`config.mk`:
```
export PLATFORM = sky130hd
export DESIGN_NAME = stepper_phase_seq
export DESIGN_NICKNAME = d
export VERILOG_FILES = /design/src/rtl/stepper_phase_seq.sv
export SDC_FILE = /design/constraint.sdc
export NUM_CORES = 1
export LEC_CHECK = 0
export ABC_AREA = 1
export CAP_MARGIN = 30
export CORE_UTILIZATION = 50
export DETAILED_ROUTE_END_ITERATION = 10
export GPL_TIMING_DRIVEN = 0
export PLACE_DENSITY = 0.73
export SETUP_SLACK_MARGIN = 0.2
export SYNTH_ARGS = -nofsm -noshare
export SYNTH_HDL_FRONTEND = slang
export SYNTH_SLANG_ARGS = --single-unit
```
`constraint.sdc`:
```
create_clock -name clk -period 8.7 [get_ports clk]
set_input_delay 1.305 -clock clk [delete_from_list [all_inputs] [get_ports clk]]
set_output_delay 1.305 -clock clk [all_outputs]
set_load 0.01 [all_outputs]
```
`src/rtl/stepper_phase_seq.sv`:
```
// Step-rate generator and 8-state coil-phase sequencer for a 4-wire unipolar stepper.
// Outputs are registered and update one edge after inputs are sampled; stalls when en=0 or period=0.
module stepper_phase_seq #(
  parameter int PERIOD_W = 16,
  parameter int POS_W    = 16
) (
  input  logic                clk,
  input  logic                res,
  input  logic                en,
  input  logic                dir,
  input  logic                half_mode,
  input  logic [PERIOD_W-1:0] period,
  output logic [3:0]          phase,
  output logic                step_pulse,
  output logic [POS_W-1:0]    pos
);

  logic [PERIOD_W-1:0] cnt;
  logic [2:0]          idx;
  logic [2:0]          idx_next;
  logic [2:0]          step;
  logic                tick;

  function automatic logic [3:0] phase_lut(input logic [2:0] i);
    logic [3:0] p;
    case (i)
      3'd0:    p = 4'b0001;
      3'd1:    p = 4'b0011;
      3'd2:    p = 4'b0010;
      3'd3:    p = 4'b0110;
      3'd4:    p = 4'b0100;
      3'd5:    p = 4'b1100;
      3'd6:    p = 4'b1000;
      default: p = 4'b1001;
    endcase
    return p;
  endfunction

  // >= rather than == so a period lowered below the running count fires at once.
  always_comb begin
    tick     = en && (period != '0) && (cnt >= period - PERIOD_W'(1));
    step     = (half_mode || idx[0]) ? 3'd1 : 3'd2;
    idx_next = idx;
    if (tick) begin
      idx_next = dir ? idx + step : idx - step;
    end
  end

  always_ff @(posedge clk) begin
    if (res) begin
      cnt        <= '0;
      idx        <= '0;
      pos        <= '0;
      phase      <= 4'b0000;
      step_pulse <= 1'b0;
    end else begin
      if (!en || (period == '0) || tick) begin
        cnt <= '0;
      end else begin
        cnt <= cnt + PERIOD_W'(1);
      end
      idx <= idx_next;
      if (tick) begin
        pos <= dir ? pos + POS_W'(1) : pos - POS_W'(1);
      end
      phase      <= en ? phase_lut(idx_next) : 4'b0000;
      step_pulse <= tick;
    end
  end

endmodule
```
==> results.py <==
metrics = {
    "yosys": {
        "synthSimpleGateAreaFrac_pct": 27.3,
        "syn_inst": 415,
        "synthesis.area_sq_mm": 0.00297,
        "synthArstFlopShare_pct": 0,
        "synth-adder-area-share_pct": 14.8,
        "synth_edf_count": 0,
        "syn_nets": 470,
        "synth_top_family_by_area": "simple AND/OR/NAND/NOR gates",
        "synth-xor-area-share_pct": 9.13,
        "yosysWarningCount": 0,
        "synth-seq-cells": 40,
        "ys.flop_type": "sky130_fd_sc_hd__dfxtp_1",
        "seq_area_frac_synth_pct": 26.9,
        "synthDistinctLibCells": 38,
        "syn-mean-instance-area_sq_um": 7.16,
        "synthMuxAreaShare_pct": 0,
        "compound_cell_area_share_of_the_yosys_netlist_pct": 13.8,
    },
    "setup_path": {
        "path_depth_of_the_worst_reg2reg_path": 10,
        "worstPathArrival_ns": 4.51,
        "crit_path_frequent_cell": "sky130_fd_sc_hd__nand2_1",
        "timing.critical_path.slowest_cell_delay_ns": 0.45,
        "rrSetupSlack_ns": 6.54,
        "critical_path.slowest_cell": "sky130_fd_sc_hd__clkdlybuf4s50_1",
        "worst_ep_required_time_ns": 8.88,
        "worst_r2r_endpoint": "pos[10]",
        "crit_path_start_kind": "input pin",
        "worst_setup_path_endpoint": "phase[3]",
        "crit_path_cell_chain": "clkdlybuf4s50_1 -> inv_1 -> nand3_1 -> nor3_2 -> nand2_1 -> nor2_1 -> nand2_1 -> nor4_2 -> xnor2_1 -> ha_1 -> nand4_1 -> nor3_1 -> nand2_1 -> nand2_1 -> nand2_4 -> nand2_1 -> nand2_1 -> o21ai_0 -> nor2_1",
        "timing.setup.critical_path_class": "input pin to register",
        "crit_path_start": "period[2]",
        "critical_path.endpoint_type": "register",
        "reg2reg_from": "pos[0]",
        "crit_fanout": 8,
    },
    "layout": {
        "final_net_count": 517,
        "final_util_pct": 63.4,
        "final_layout_size_suffix_gt1_share_pct": 6.70,
        "fillCellCount": 514,
        "multiInputGateArea_sq_mm": 0.00193,
        "stdcell_count": 535,
        "seq_area_sq_um": 801,
        "area_growth_pct": 19.7,
        "antenna_cells_inserted": 0,
    },
    "power_and_ir_drop": {
        "maximum_vdd_ir_drop_mv": 0.0715,
        "cellLeakagePower_nw": 1.65,
        "swShare_pct": 25.2,
        "clock_power_share_pct": 35.5,
        "p_int_w": 0.000269,
        "power_frac_comb_pct": 13.4,
        "power.share.sequential_pct": 51.1,
        "switching_power_w": 0.0000908,
        "power_per_cell_area_mw_per_mm2": 101,
    },
    "placed_design": {
        "gp_routability_congestion": 0.894,
        "dp.final_hpwl_um": 4810,
        "place.detailed.instances": 527,
        "place.port_buffers": 40,
    },
    "sta": {
        "setup_viol_count_final": 0,
        "grt_setup_unrepaired": "no",
        "finalCritPeriodShare_pct": 49.8,
        "max_slew_margin_pct": 58.7,
        "min_period_ns": 4.33,
        "report.final.slew_viol_count": 0,
        "worst_setup_skew_after_layout_ns": 0.00385,
        "tightestPinTransition_ns": 0.620,
        "fin_setup_tns_ns": 0,
        "max_freq_ghz": 0.231,
        "timing_hold_violations_final": 0,
    },
    "grt": {
        "total_overflow_reported_by_the_global_router": 0,
        "grt_start_max_net_pins": 16,
        "initial_antenna_violation_count": 0,
        "first_global_vias": 2581,
        "global_route.usage.total_pct": 21.2,
        "grt_first_pass_wirelength_um": 10700,
    },
    "clock_tree": {
        "post_cts_resized": 0,
        "cts_root_buf": "sky130_fd_sc_hd__clkbuf_8",
        "cts_num_sinks": 40,
        "clock_latency_ns": 0.29,
        "postCtsSetupBuffers": 0,
        "holdBufCountCts": 0,
        "htreeDepth": 2,
        "cts_clock_pin_slew_for_the_worst_setup_and_hold_paths_ns": 0.08,
        "number_of_buffers_created_by_cts": 5,
        "tritoncts": "built",
        "clock_tree.buffer_depth": 2,
    },
    "die": {
        "initial_core_util_pct": 53.0,
        "rows": 27,
        "chipWidth_um": 79.1,
        "die-area_sq_mm": 0.00626,
        "core-area_sq_mm": 0.00561,
        "floorplan.die.height_um": 79.1,
        "boundaryPins": 42,
    },
    "detailed_routing": {
        "drc_errors": 0,
        "drt_iter0_markers": 107,
        "postRouteAntennaNets": 0,
        "totalWireLength_um": 6210,
        "via_count": 2713,
        "post_dr_wirelength_cell_um": 11.6,
        "drt-vias-per-instance": 5.07,
        "drtPass1Iterations": 4,
    },
    "job": {
        "maxCapViolations": 0,
    },
    "run_status": {
        "status": "finished, final reports clean",
    },
    "worst_hold_path": {
        "worst_hold_startpoint": "cnt[0]",
        "class_of_the_worst_hold_path": "register to register",
    },
}
-- worst min path at each step --
stage / cells after the start / end
finish: 1 / cnt[0]
global route: 1 / cnt[0]
CTS: 1 / cnt[0]
detailed placement: 1 / cnt[0]
global placement: 1 / cnt[0]
floorplan: 1 / cnt[0]
-- stage by stage --
stage / setup slack [ns] / area, sq um / power [W] / hold WS (ns)
finish: 4.37 / 3560 / 0.000360 / 0.462
global route: 4.01 / 3560 / 0.000379 / 0.498
CTS: 4.40 / 3560 / 0.000365 / 0.466
detailed placement: 4.09 / 3460 / 0.000236 / 0.447
global placement: 4.13 / 3460 / 0.000235 / 0.441
floorplan: 4.97 / 2970 / 0.000218 / 0.430
-- final cells by class --
| class | instances | area share, % |
|---|---|---|
| inverter | 52 | 5.49 |
| clock buffer | 7 | 2.43 |
| buffer | 7 | 1.23 |
| multi-input combinational | 316 | 54.3 |
| timing repair buffer | 40 | 11.3 |
| tap | 72 | 2.53 |
| clock inverter | 1 | 0.211 |
| sequential | 40 | 22.5 |
-- synthesized netlist by cell type, drive strengths merged (4+ instances only) --
master / count / area [sq um]
xnor2: 18 / 158
buf: 4 / 32.5
o21bai: 4 / 30.0
nor3: 11 / 70.1
a21oi: 39 / 195
nand3: 17 / 85.1
inv: 52 / 195
xor2: 13 / 114
nor2: 53 / 214
o21ai: 21 / 105
dfxtp: 40 / 801
ha: 32 / 400
nand2: 87 / 339
-- critical path: cells and delay by family --
family | cells | cell delay, ns
and+or+nand+nor | 14 | 1.92
buffers and inverters | 2 | 0.54
adders and majority gates | 1 | 0.32
AOI/OAI and AO/OA | 1 | 0.28
xor gates and xnor gates | 1 | 0.12
-- sequential cells by signal (all words and copies together), names as in the netlist --
| register | cells |
|---|---|
| cnt | 16 |
| idx | 3 |
| phase | 4 |
| pos | 16 |
| step_pulse | 1 |
-- power by group through the flow --
stage	Combinational (W)	Clock, W	Sequential (W)
after floorplan	0.0000297	0	0.000188
after global placement	0.0000467	0	0.000188
after detailed placement	0.0000479	0	0.000188
after CTS	0.0000484	0.000132	0.000184
after global routing	0.0000542	0.000141	0.000184
final	0.0000482	0.000128	0.000184
-- per-layer routing --
metal | global-route usage [%] | wire (um) | vias to the layer above
met5 | 0 | 0 | -
met1 | 24.5 | 2940 | 1215
met2 | 39.7 | 3020 | 44
met4 | 6.18 | 72 | 0
li1 | - | - | 1447
met3 | 3.56 | 179 | 7
-- kinds of logic (layout without fill, tap and decap cells) --
kind of cell,after synthesis,in the layout
buf+inv,59,107
fa+ha+maj,34,34
simple gates,179,179
compound gates,72,72
xor+xnor,31,31
flops,40,40
-- placed cells by master (no fill, tap or decap), types with 17 or more instances in the layout --
cell type / netlist / final
sky130_fd_sc_hd__a21oi_1: 39 / 39
sky130_fd_sc_hd__clkdlybuf4s50_1: 0 / 40
sky130_fd_sc_hd__dfxtp_1: 40 / 40
sky130_fd_sc_hd__ha_1: 32 / 32
sky130_fd_sc_hd__inv_1: 50 / 50
sky130_fd_sc_hd__nand2_1: 84 / 84
sky130_fd_sc_hd__nand3_1: 17 / 17
sky130_fd_sc_hd__nor2_1: 47 / 47
sky130_fd_sc_hd__o21ai_0: 21 / 21
sky130_fd_sc_hd__xnor2_1: 18 / 18
Power figures use the tool's default switching activity.
==> variant 1 (same settings) <==
`POS_W`: 16 -> 24.
--- a/src/rtl/stepper_phase_seq.sv
+++ b/src/rtl/stepper_phase_seq.sv
@@ -2,7 +2,7 @@
 // Outputs are registered and update one edge after inputs are sampled; stalls when en=0 or period=0.
 module stepper_phase_seq #(
   parameter int PERIOD_W = 16,
-  parameter int POS_W    = 16
+  parameter int POS_W    = 24
 ) (
   input  logic                clk,
   input  logic                res,
Interface: changed (resized pos); port bits go from 42 to 50. The function was not compared with the original's and may differ.
==> variant 1 against the unedited design <==
Setup slack worse by 51 ps. Total power is 19% higher. Area after synthesis grew 35%. Routed wire length is 53% higher. Worst hold slack better by 32 ps. Global-route usage up 2.3 points. Sequential cell count up 8. First-iteration DRC count grew 60%. Sequential share of layout area down 2.2 points. Design area is 33% higher. Highest routed layer unchanged.
==> variant 1: results (changes against the unedited design) <==
status: "completed"
dpl_cell_area_um2: 4626  # +34%
clk_latency_ps: 310  # +20 ps
crit_family: "simple AND/OR/NAND/NOR gates"
synth.area.mux_share_pct: 0  # unchanged
grt_max_degree: 24  # +8
synth_xor_area_share_pct: 7.649  # -1.5 points
yosysWarnings: 0  # unchanged
first_global_vias: 3706  # +44%
synth_nets: 677  # +44%
crit_path_top_delay_cell: "clkdlybuf4s50_1"
firstDrtPassIters: 5  # +1
min-delay-start: "cnt[0]"
vias_per_cell: 5.149  # +1.5%
ff2ff_path_depth: 13  # +3
cpPeakStageDelay_ps: 470  # +20 ps
reg_top3: "pos (24), cnt (16), phase (4)"
grt.total_usage_pct: 23.58  # +2.3 points
nets: 733  # +42%
hold_path_class: "reg -> reg"
leakage_nw: 2.302  # +40%
postCtsSetupRepairBufs: 0  # unchanged
crit_fanout: 10  # +2
io_buffers: 49  # +23%
fillers: 760  # +48%
clock_skew_ps: 7.698  # +3.850 ps
antenna_found_initial: 0  # unchanged
drive_gt1_share_pct: 5.365  # -1.3 points
vdd_ir_drop_max_v: 0.00005142  # -28%
grt_first_pass_wirelength_um: 16130  # +51%
arrival_ps: 4600  # +90 ps
relSlewSlack_pct: 37.57  # -21 points
place_hpwl_um: 7571  # +57%
cts_htree_levels: 2  # unchanged
ctsResizeCount: 0  # unchanged
n_antenna_cell: 0  # unchanged
routabilityCongestion: 0.9143  # +2.3%
hold_depth: 1  # unchanged
hold-path-endpoint: "cnt[0]"
reg2reg_to: "pos[22]"
ys_seq_area_share_pct: 23.98  # -3.0 points
r2r-start: "pos[0]"
clock-root-buffer: "clkbuf_8"
async_flop_share_pct: 0  # unchanged
synth_common_cells: "nand2_1 (144), inv_1 (82), nor2_1 (81)"
drt-initial-drc-count: 171  # +60%
clock_path_buffers: 2  # unchanged
r2r_slack_ps: 6670  # +130 ps
synth_compound_area_share_pct: 13.14  # -0.62 points
synth_fa_ha_area_share_pct: 13.49  # -1.3 points
synthTopCellsByArea: "dfxtp_1 (24%), nand2_1 (13%), ha_1 (12%), inv_1 (7.7%), nor2_1 (7.6%)"
wl_met2_um: 4625  # +53%
drt-met1-wl_um: 4272  # +45%
wl_met3_um: 442  # +150%
wire_per_inst_um: 12.30  # +5.9%
ys_types: 40  # +5.3%
variant 1: cell count changes in the layout (fill, tap and decap cells not counted), sizes merged, moves of 9 or more:
cell and delta:
nand3 +9, clkdlybuf4s50 +9, inv +34, a21oi +18
nor2 +32, nand4 +11, o21ai +11, nand2 +60
variant 1: worst max-delay path by stage:
stage / from / endpoint / slack (ps)
6_report: period[2] / pos[18] / 4320
5_1_grt: period[0] / pos[18] / 3950
4_1_cts: period[2] / pos[18] / 4280
3_5_place_dp: period[2] / pos[18] / 3960
3_3_place_gp: period[0] / pos[18] / 4010
2_1_floorplan: period[0] / pos[20] / 4910
variant 1: stage by stage:
stage | std cells | hold slack, ps | setup slack, ps | util [%]
after floorplan | 614 | 451.6 | 4909 | -
after global placement | 765 | 471.1 | 4007 | 59.86
after detailed placement | 765 | 475.7 | 3962 | 59.86
after CTS | 773 | 497.0 | 4275 | 61.12
after global routing | 773 | 543.2 | 3955 | 61.12
final | 773 | 494.2 | 4315 | 61.12
variant 1: cells by family (layout without fill, tap and decap cells):
logic type,after synthesis,after routing
compound gates,98,98
buf+inv,96,153
flops,48,48
fa+ha+maj,42,42
simple gates,295,295
xor+xnor,35,35
variant 1: area by class of cell:
type,instances,area share (%)
Inverter,86,6.834
Buffer,10,1.219
Timing Repair Buffer,49,10.38
Tap cell,102,2.702
Sequential cell,48,20.34
Multi-Input combinational cell,470,56.45
Clock inverter,2,0.3179
Clock buffer,6,1.748
variant 1: report_power, final:
group / internal, W / switching, W
Clock: 0.0000645 / 0.0000805
Combinational: 0.0000262 / 0.0000374
Sequential: 0.000220 / 0.000000699
variant 1: routing by layer:
layer / track usage [%] / vias to the layer above
met5: 0 / -
met4: 6.217 / 0
met3: 2.848 / 18
met2: 43.80 / 87
met1: 28.32 / 1773
li1: - / 2102
==> variant 2 (config.mk and constraints unchanged) <==
Made on the original files. Register the output `phase` once more, without a reset; this adds one clock of latency there. The other outputs are not delayed to match.
--- a/src/rtl/stepper_phase_seq.sv
+++ b/src/rtl/stepper_phase_seq.sv
@@ -14,6 +14,8 @@
   output logic                step_pulse,
   output logic [POS_W-1:0]    pos
 );
+
+  logic [3:0] phase_s0;
 
   logic [PERIOD_W-1:0] cnt;
   logic [2:0]          idx;
@@ -51,7 +53,7 @@
       cnt        <= '0;
       idx        <= '0;
       pos        <= '0;
-      phase      <= 4'b0000;
+      phase_s0   <= 4'b0000;
       step_pulse <= 1'b0;
     end else begin
       if (!en || (period == '0) || tick) begin
@@ -63,9 +65,13 @@
       if (tick) begin
         pos <= dir ? pos + POS_W'(1) : pos - POS_W'(1);
       end
-      phase      <= en ? phase_lut(idx_next) : 4'b0000;
+      phase_s0   <= en ? phase_lut(idx_next) : 4'b0000;
       step_pulse <= tick;
     end
   end
 
+  always_ff @(posedge clk) begin
+    phase <= phase_s0;
+  end
+
 endmodule
Behaviour: not the same (Yosys sat finds a counterexample within 4 cycles, from zero or initial values).
==> variant 2 against the unedited design <==
Area after synthesis rose by 2.3%. Routed wire length grew 3.5%. Non-clock buffer count down 1. Design area increased by 2.4%. Total power increased by 12%. Sequential cell count grew 4. Setup slack better by 30 ps. Via count rose by 0.88%. Utilization is 1.5 points lower.
==> variant 2: results (changes against the unedited design) <==
multi_input_area_um2: 1961  # +1.4%
arrival_ps: 4490  # -20 ps
vias_per_cell: 5.116  # +0.88%
nets: 514  # -0.58%
syn_avg_cell_area_um2: 7.383  # +3.1%
regArea_um2: 880.8  # +10%
fp-row-count: 28  # +3.7%
hold-path-endpoint: "phase[3]"
met1_usage_pct: 24.65  # +0.11 points
r2r-start: "cnt[0]"
vdd_ir_drop_max_v: 0.00008916  # +25%
synthTopCellsByArea: "dfxtp_1 (29%), ha_1 (13%), nand2_1 (9.6%), a21oi_1 (6.9%), nor2_1 (5.8%)"
grt_util_met3_pct: 3.429  # -0.13 points
fmax_mhz: 232.3  # +0.69%
power_density_nw_per_um2: 111.0  # +9.6%
nClkBuffers: 6  # -1
first_global_vias: 2721  # +5.4%
relSlewSlack_pct: 58.78  # +0.13 points
synth_nets: 467  # -0.64%
grt_util_met2_pct: 42.31  # +2.7 points
wl_met2_um: 3198  # +5.8%
min-delay-start: "phase_s0[3]"
cpPeakStageDelay_ps: 400  # -50 ps
setup.worst_path.start: "period[0]"
signal_buffers: 46  # -2.1%
status: "completed"
ys_seq_area_share_pct: 28.96  # +2.0 points
holdWs_ps: 332.8  # -128.9 ps
synth_common_cells: "nand2_1 (78), nor2_1 (47), dfxtp_1 (44)"
r2r_slack_ps: 6710  # +170 ps
place_hpwl_um: 5011  # +4.2%
grt_first_pass_wirelength_um: 11140  # +4.3%
grt.total_usage_pct: 21.90  # +0.65 points
clock_skew_ps: 6.003  # +2.155 ps
fillers: 560  # +8.9%
drt-met1-wl_um: 2967  # +0.95%
reg_top3: "cnt (16), pos (16)"
clockNetworkAreaShare_pct: 2.953  # +0.32 points
reg2reg_to: "pos[1]"
cts_sinks: 44  # +10%
crit_path_top_delay_cell: "clkdlybuf4s50_1"
drive_gt1_share_pct: 8.913  # +2.2 points
wl_met3_um: 206  # +15%
buffer_area_share_pct: 11.88  # -0.60 points
dpl_cell_area_um2: 3536  # +2.1%
ff2ff_path_depth: 13  # +3
layout.cells.non_filler: 535  # unchanged
inv_count: 44  # -15%
crit_fanout: 10  # +2
dp_slack_ps: 4105  # +11.82 ps
routed_wl_um: 6434  # +3.5%
leakage_nw: 1.654  # +0.33%
hold_depth: 0  # -1
ys_types: 41  # +7.9%
routabilityCongestion: 0.9046  # +1.2%
-- variant 2: cell count changes after synthesis, moves of 3 or more --
cell and delta:
a21o_1 +3, a21oi_1 +3, dfxtp_1 +4, inv_1 -10, nand2_1 -6, nand2_2 +5, nor3b_1 +3, o21ai_0 -6
o21ai_1 +5, o21bai_1 -3, xnor2_1 -3
-- variant 2: power breakdown --
group | total [W] | switching [W] | internal (W)
combinational | 0.0000490 | 0.0000275 | 0.0000215
sequential | 0.000203 | 0.000000525 | 0.000202
clock | 0.000153 | 0.0000674 | 0.0000852
-- variant 2: logic make-up (layout without fill, tap and decap cells) --
family | count (synthesis) | after routing | share of synthesized area [%]
compound gates | 75 | 75 | 14.40
simple gates | 183 | 183 | 28.10
flops | 44 | 44 | 28.96
xor+xnor | 26 | 26 | 7.487
fa+ha+maj | 34 | 34 | 14.48
buf+inv | 50 | 98 | 6.582
